==> src/rtl/edge_event_serializer.sv <==
// Latches per-lane rising-edge pulses as pending events and streams their lane
// indices out over valid/ready with a round-robin arbiter and a saturating drop count.

module edge_event_lane (
    input  logic clk,
    input  logic rst_n,
    input  logic pe,
    input  logic gnt,
    output logic pending,
    output logic drop
);
    // A granted lane with a same-cycle pulse keeps that pulse as the next event.
    always_ff @(posedge clk or negedge rst_n) begin
        if (!rst_n) pending <= 1'b0;
        else        pending <= gnt ? (pending & pe) : (pending | pe);
    end

    assign drop = pe & pending & ~gnt;
endmodule

module edge_event_serializer #(
    parameter int WIDTH = 9,
    parameter int IDX_W = (WIDTH > 1) ? $clog2(WIDTH) : 1,
    parameter int CNT_W = 16
) (
    input  logic             clk,
    input  logic             rst_n,
    input  logic [WIDTH-1:0] pe_in,
    output logic             m_valid,
    input  logic             m_ready,
    output logic [IDX_W-1:0] m_index,
    output logic [WIDTH-1:0] pending,
    output logic [CNT_W-1:0] drop_cnt
);
    localparam int POP_W = $clog2(WIDTH + 1);

    logic [WIDTH-1:0] req, gnt, drop;
    logic [IDX_W-1:0] rr_ptr, gidx;
    logic [IDX_W:0]   idx;
    logic             gfound, load;
    logic [POP_W-1:0] pop;
    logic [CNT_W:0]   cnt_sum;

    assign req  = pending | pe_in;
    assign load = ~m_valid | m_ready;

    // First requesting lane at or above rr_ptr, wrapping past WIDTH-1 to 0.
    always_comb begin
        gfound = 1'b0;
        gidx   = '0;
        idx    = '0;
        for (int k = 0; k < WIDTH; k++) begin
            idx = {1'b0, rr_ptr} + (IDX_W+1)'(k);
            if (idx >= (IDX_W+1)'(WIDTH)) idx = idx - (IDX_W+1)'(WIDTH);
            if (!gfound && req[idx[IDX_W-1:0]]) begin
                gfound = 1'b1;
                gidx   = idx[IDX_W-1:0];
            end
        end
    end

    for (genvar i = 0; i < WIDTH; i++) begin : g_lane
        assign gnt[i] = load & gfound & (gidx == IDX_W'(i));
        edge_event_lane u_lane (
            .clk     (clk),
            .rst_n   (rst_n),
            .pe      (pe_in[i]),
            .gnt     (gnt[i]),
            .pending (pending[i]),
            .drop    (drop[i])
        );
    end

    always_ff @(posedge clk or negedge rst_n) begin
        if (!rst_n) begin
            m_valid <= 1'b0;
            m_index <= '0;
            rr_ptr  <= '0;
        end else if (load) begin
            if (gfound) begin
                m_valid <= 1'b1;
                m_index <= gidx;
                rr_ptr  <= (gidx == IDX_W'(WIDTH-1)) ? '0 : gidx + 1'b1;
            end else begin
                m_valid <= 1'b0;
            end
        end
    end

    always_comb begin
        pop = '0;
        for (int i = 0; i < WIDTH; i++) pop = pop + POP_W'(drop[i]);
    end

    assign cnt_sum = {1'b0, drop_cnt} + (CNT_W+1)'(pop);

    always_ff @(posedge clk or negedge rst_n) begin
        if (!rst_n)          drop_cnt <= '0;
        else if (cnt_sum[CNT_W]) drop_cnt <= '1;
        else                 drop_cnt <= cnt_sum[CNT_W-1:0];
    end
endmodule

==> config.mk <==
export PLATFORM = sky130hd
export DESIGN_NAME = edge_event_serializer
export DESIGN_NICKNAME = d
export VERILOG_FILES = /design/src/rtl/edge_event_serializer.sv
export SDC_FILE = /design/constraint.sdc
export NUM_CORES = 1
export LEC_CHECK = 0
export CORE_AREA = 2 2 121 123
export DETAILED_ROUTE_END_ITERATION = 7
export DIE_AREA = 0 0 123 125
export HOLD_SLACK_MARGIN = 0.05
export PLACE_DENSITY_LB_ADDON = 0.05
export SETUP_SLACK_MARGIN = 0.1
export SYNTH_ARGS = -nofsm -noshare
export SYNTH_HDL_FRONTEND = slang
export SYNTH_SLANG_ARGS = --single-unit
==> constraint.sdc <==
create_clock -name clk -period 13.7 [get_ports clk]
set_input_delay 2.74 -clock clk [delete_from_list [all_inputs] [get_ports clk]]
set_output_delay 2.74 -clock clk [all_outputs]
set_load 0.03 [all_outputs]
Yosys cells after proc, flatten, opt, wreduce, memory -nomap -nowiden. Index checks and enable logic that the tools add are counted.

Word-level logic and storage cells: 190. Output and inout bits: 30. Input bits: 12. Register bits: 34.

Reduce and logical (&&, ||, !) cells: 18. Bitwise operators: 49. Equality and inequality tests: 8. $add $sub $neg: 27. $lt $le $gt $ge: 18. Mux-type cells: 57.

Operator list (number): 4-bit 2-to-1 mux (19); 4-bit by 5-bit < comparator with 1-bit output (second input constant) (9); 5-bit by 4-bit greater-or-equal comparator with 1-bit output (second input constant) (8); 1-bit binary-select mux with 4-bit select (9); 4-bit subtractor (second input constant) (9); 1-bit bitwise AND (28); 1-bit 2-to-1 mux (28); 4-bit by 1-bit adder with 4-bit output (5); 4-bit by 3-bit adder with 5-bit output (second input constant) (4); 16-bit by 4-bit adder with 17-bit output (1); 4-bit by 3-bit == test with 1-bit output (second input constant) (4); 16-bit 2-to-1 mux (1); 4-bit by 2-bit adder with 5-bit output (second input constant) (2); 1-bit inverter (10); 1-bit OR (10); 9-bit OR (1); 4-bit by 2-bit == test with 1-bit output (second input constant) (2); 1-bit logical AND (8); 1-bit logical NOT (8); 4-bit by 1-bit adder with 5-bit output (second input constant) (1); 4-bit by 4-bit adder with 5-bit output (second input constant) (1); 3-bit by 1-bit adder with 4-bit output (1); 4-bit by 1-bit adder with 4-bit output (second input constant) (1); 4-bit by 1-bit == test with 1-bit output (second input constant) (1); 6 further kinds (6).

Longest topological paths before layout.
Depth after elaboration: 43. Gate-level depth with buffers: 39. Mapped depth without buffers: 32.

Cells and area by module. A second synthesis with hierarchy kept.

Cells, all modules: 755. Area, all modules: 5677.9 um2.

By module, submodules not included: edge_event_serializer (instances 1, cells each 710, area an instance 5306.3 um2); edge_event_lane (instances 9, cells each 5, area an instance 41.3 um2).

Least setup slack after synthesis. No wires, ideal clock.

Kind: input to register. Start point: input pe_in[2]. End point: register drop_cnt[10]. Data required time: 13.566 ns. Setup time: 0.134 ns. Data arrival time: 9.182 ns. Setup slack: 4.384 ns. Buffers on the path: 3. Stages on the path: 28. Path through: or2_2 buf_1 or3_1 a21oi_2 o211ai_1 or3_1 clkbuf_1 or3_1 nor3b_1 nand2_1 a32oi_1 nand2_1 inv_1 ha_1 nand3_2 and3_1 fa_1 inv_1 fa_1 inv_1 fa_1 ha_1 fa_1 a21o_1 a21oi_1 or3_1 clkbuf_1 nand2_1.

Longest elaborated chain between the ends: 42. Elaborated cells on any way between the ends: 101.

RTL lines: start, declared (line 28) `input logic [WIDTH-1:0] pe_in,`; 9-bit OR * (line 44) `assign req = pending | pe_in;`; 1-bit binary-select mux with 4-bit select (line 55) `if (!gfound && req[idx[IDX_W-1:0]]) begin`; 1-bit 2-to-1 mux (implied by the code) (line 55); 1-bit 2-to-1 mux (line 55); 1-bit logical NOT (line 55); 1-bit logical AND (line 55); 1-bit 2-to-1 mux (line 55); 1-bit logical NOT (line 55); [20 not listed]; via gidx[1] (line 38) `logic [IDX_W-1:0] rr_ptr, gidx;`; [3 not listed]; 1-bit bitwise AND (line 18) `assign drop = pe & pending & ~gnt;`; 1-bit by 1-bit adder with 2-bit output (line 92) `for (int i = 0; i < WIDTH; i++) pop = pop + POP_W'(drop[i]);`; 2-bit by 1-bit adder with 3-bit output (line 92); 3-bit by 1-bit adder with 4-bit output (line 92); 4-bit by 1-bit adder with 4-bit output (4 in a row) (line 92); 4-bit by 1-bit adder with 4-bit output * (line 92); 16-bit by 4-bit adder with 17-bit output * (line 95) `assign cnt_sum = {1'b0, drop_cnt} + (CNT_W+1)'(pop);`; 16-bit 2-to-1 mux * (line 99) `else if (cnt_sum[CNT_W]) drop_cnt <= '1;`; end signal, assigned (line 100) `else drop_cnt <= cnt_sum[CNT_W-1:0];`; end, declared (line 33) `output logic [CNT_W-1:0] drop_cnt`.

Mark *: on every way through the listed nets, which the timed path passes. The rest lies on a longest branch. The select of a mux whose other input is x is not followed. A chain may end at the register's enable or synchronous reset.

Worst setup path in the final report.
Start point: input pe_in[5]. End point: register drop_cnt[3].

Longest elaborated chain between the ends: 42. Elaborated cells on any way between the ends: 101.

RTL lines (line): 9-bit OR (44); 1-bit binary-select mux with 4-bit select (55); 1-bit 2-to-1 mux (implied by the code) (55); 1-bit 2-to-1 mux (55); 1-bit logical NOT (55); 1-bit logical AND (55); 1-bit 2-to-1 mux (55); 1-bit logical NOT (55); [23 not listed]; 1-bit bitwise AND (18); 1-bit by 1-bit adder with 2-bit output (92); 2-bit by 1-bit adder with 3-bit output (92); 3-bit by 1-bit adder with 4-bit output (92); 4-bit by 1-bit adder with 4-bit output (4 in a row) (92); 4-bit by 1-bit adder with 4-bit output * (92); 16-bit by 4-bit adder with 17-bit output * (95); 16-bit 2-to-1 mux * (99).

Mark *: on every way between the ends. The rest lies on a longest branch, timed or not. The select of a mux whose other input is x is not followed.

==> run_results.csv <==
group,metric,value,unit
outcome,outcome,"finished, final reports clean",
drt,viasPerCell,6.41,
drt,route.final.wire_length,20200,µm
final_layout,fin_nets,774,
cts,post_cts_resized,0,
cts,clkTransAtPathRegs,0.05,ns
logic_synthesis,yosys_register_bits,34,
logic_synthesis,avgSynthCellArea,7.65,µm²
cts,worstSkewPairLatency,0.28,ns
die,die_w,123,µm
setup_path,timing.critical_path.to_type,"flip-flop",
placement,finalWeightedCongestion,0.979,
timing,unrepaired_setup_endpoints_after_global_routing,"no",
logic_synthesis,yosysWarningCount,0,
timing,final_hold_viol_count,0,
logic_synthesis,synth_top_area_share,15.4,%
setup_path,start_kind,"input port",
die,floorplan.core_area,0.0142,mm²
drt,detail_route.first_pass.iterations,5,
logic_synthesis,synth.most_common_cell,"nor2_1",
timing,max_freq,94.4,MHz
die,initial_utilization,38.9,%
setup_path,worst_path_most_repeated_cell,"fa_1",
logic_synthesis,synth_async_sr_flop_share,100,%
global_routing,gr_ovfl_total,0,
placement,dp_hpwl,15000,µm
logic_synthesis,synth_edf_count,0,
logic_synthesis,yosysTopAreaCell,"dfrtp_1",
setup_path,worstSetupPathType,"in -> reg",
setup_path,slowest_stage,"nor2_1",
logic_synthesis,synth.yosys.seq_area_share,15.4,%
timing,post_route_setup_tns,0,ns
placement,post-place-cells,901,
final_layout,antenna_cells,0,
drt,vias,5825,
logic_synthesis,netlist_top_cells_count,"62 x nor2_1, 61 x nand2_1, 41 x a21oi_1",
cts,holdBufCountCts,0,
drt,detail_route.iter0.violations,572,
drt,drtAntennaViolNets,0,
cts,cts_post_setup_buffers_inserted,0,
timing,worst_slew_margin_rel,29.1,%
global_routing,grt_pass1_wl,31500,µm
timing,finalSetupViolations,0,
logic_synthesis,postSynth.topFlopCell,"dfrtp_1",
global_routing,number_of_antenna_violations_at_the_first_check_in_global_routing,0,
logic_synthesis,synthesis.nets,773,
placement,port_buffers,41,
flow_run,maxCapViolCount,0,
setup_path,cp_top_family,"simple AND/OR/NAND/NOR gates",
drt,avgRoutedWirePerCell,22.3,µm
final_layout,layout_stage_area_growth_over_the_synthesis_result,10.1,%
setup_path,crit_required,13.83,ns
setup_path,worstPathMaxFanout,13,
setup_path,critical_path.n_buffers_inverters,4,
cts,cts_root_buffer,"clkbuf_16",
die,die_h,125,µm
cts,cts_made_buffers,5,
timing,worstMarginPinSlew,1.06,ns
cts,cts_max_path_buffers,2,
logic_synthesis,synthTopCellsByArea,"dfrtp_1 15%, ha_1 7.2%, nor2_1 4.2%",
die,floorplan.io_pins,42,
logic_synthesis,netlist_instances,723,
logic_synthesis,post_synth_num_cell_types,89,
worst_hold_path,holdCritPathClass,"reg -> reg",
timing,fin_crit,10.59,ns
final_layout,drive_above_1_share,7.72,%
global_routing,vias_in_the_first_global_route,5660,
setup_path,critPathArrivalTime,10.72,ns
cts,cts-htree-levels,2,
global_routing,grt_max_degree,41,
drt,remaining_drc_errors,0,
die,core.rowCount,44,
timing,final_max_slew_viol_count,0,
global_routing,grt_util_all_layers,26.5,%
final_layout,final-instance-count-excl-fill,909,
logic_synthesis,syn-cell-area,0.00553,mm²
setup_path,cp_slowest_stage_delay,0.84,ns
timing,finalClockSkew,0.00289,ns
timing,fin_crit_sh,77.3,%
cts,clkSinkCount,34,
cts,tritoncts,"done",
die,dieArea,0.0154,mm²
[cell type report]
class / instances / area [µm²]
clock buffers: 7 / 143
clock inverters: 1 / 5.00
multi-input cells: 615 / 4320
inverters: 19 / 71.3
flip-flops and latches: 34 / 852
repair buffers: 49 / 465
fillers: 1472 / 8110
well taps: 184 / 230
[layout by cell type, fill, tap and decap left out, types with 6 or more instances in the layout]
master / instances
a211oi_1: 8
nor2b_1: 19
buf_4: 8
a21oi_1: 41
clkdlybuf4s50_1: 40
a211o_1: 6
nor2_1: 62
nand3_1: 18
a21o_1: 12
mux2i_1: 18
nor4_1: 7
xor2_1: 8
o22ai_1: 6
or2_2: 11
o2111ai_1: 6
a31oi_1: 9
dfrtp_1: 33
and3_1: 12
fa_1: 6
xnor2_1: 21
nand2b_1: 8
nor3_1: 26
inv_1: 16
o21ai_0: 40
or3_1: 9
o211ai_1: 13
ha_1: 32
o21a_1: 10
nand2_1: 61
and2_1: 11
[state kept, by name (all words and copies together) (netlist names)]
| name | flops |
|---|---|
| drop_cnt | 16 |
| g_lane.u_lane.pending | 9 |
| m_index | 4 |
| m_valid | 1 |
| rr_ptr | 4 |
[final timing paths]
kind / start / to / slack [ns] / depth (start not counted)
worst max-delay path: pe_in[5] / drop_cnt[3] / 3.11 / 25
worst min-delay path: m_index[3] / m_index[3] / 0.49 / 2
worst max register to register: rr_ptr[0] / drop_cnt[3] / 4.11 / 29
worst min register to register: m_index[3] / m_index[3] / 0.49 / 2
max in group asynchronous: rst_n / rr_ptr[0] / 10.66 / 1
min in group asynchronous: rst_n / m_index[3] / 2.52 / 1
[metrics by stage]
step                      setup WS, ns  hold WS, ns  cell area [µm²]  util (%)
final                             3.11        0.491             6090      42.9
after global routing              2.60        0.528             6090      42.9
after CTS                         3.10        0.491             6090      42.9
after detailed placement          2.80        0.466             5940      41.8
after global placement            3.00        0.470             5940      41.8
after floorplan                   4.38        0.548             5530         -
[kinds of logic (layout without fill, tap and decap cells)]
group / count (synthesis) / after routing / share of synthesized area (%)
simple gates: 277 / 277 / 26.2
xor+xnor: 29 / 29 / 4.59
fa+ha+maj: 46 / 46 / 10.9
mux: 28 / 28 / 6.11
flops: 34 / 34 / 15.4
buf+inv: 74 / 76 / 6.45
compound gates: 235 / 235 / 30.4
[worst register-to-register path: cells and delay by family (launching register included)]
family / cells / cell delay, ns
AOI/OAI and AO/OA: 10 / 3.13
adders and majority gates: 7 / 3.02
buffers and inverters: 4 / 0.89
DFF: 1 / 0.67
and+or+nand+nor: 8 / 1.75
[metal layers]
| metal | global-route usage (%) | share of wire, % | wire length [µm] | vias up |
|---|---|---|---|---|
| li1 | - | - | - | 2697 |
| met1 | 35.3 | 43 | 8720 | 2800 |
| met4 | 11.7 | 4.2 | 850 | 0 |
| met3 | 2.87 | 5.8 | 1180 | 64 |
| met2 | 43.0 | 47 | 9480 | 264 |
| met5 | 0 | 0 | 0 | - |
Power is left out: the tool's default activity adds up to more than one toggle a clock period on the data nets, which glitch-free logic cannot reach.
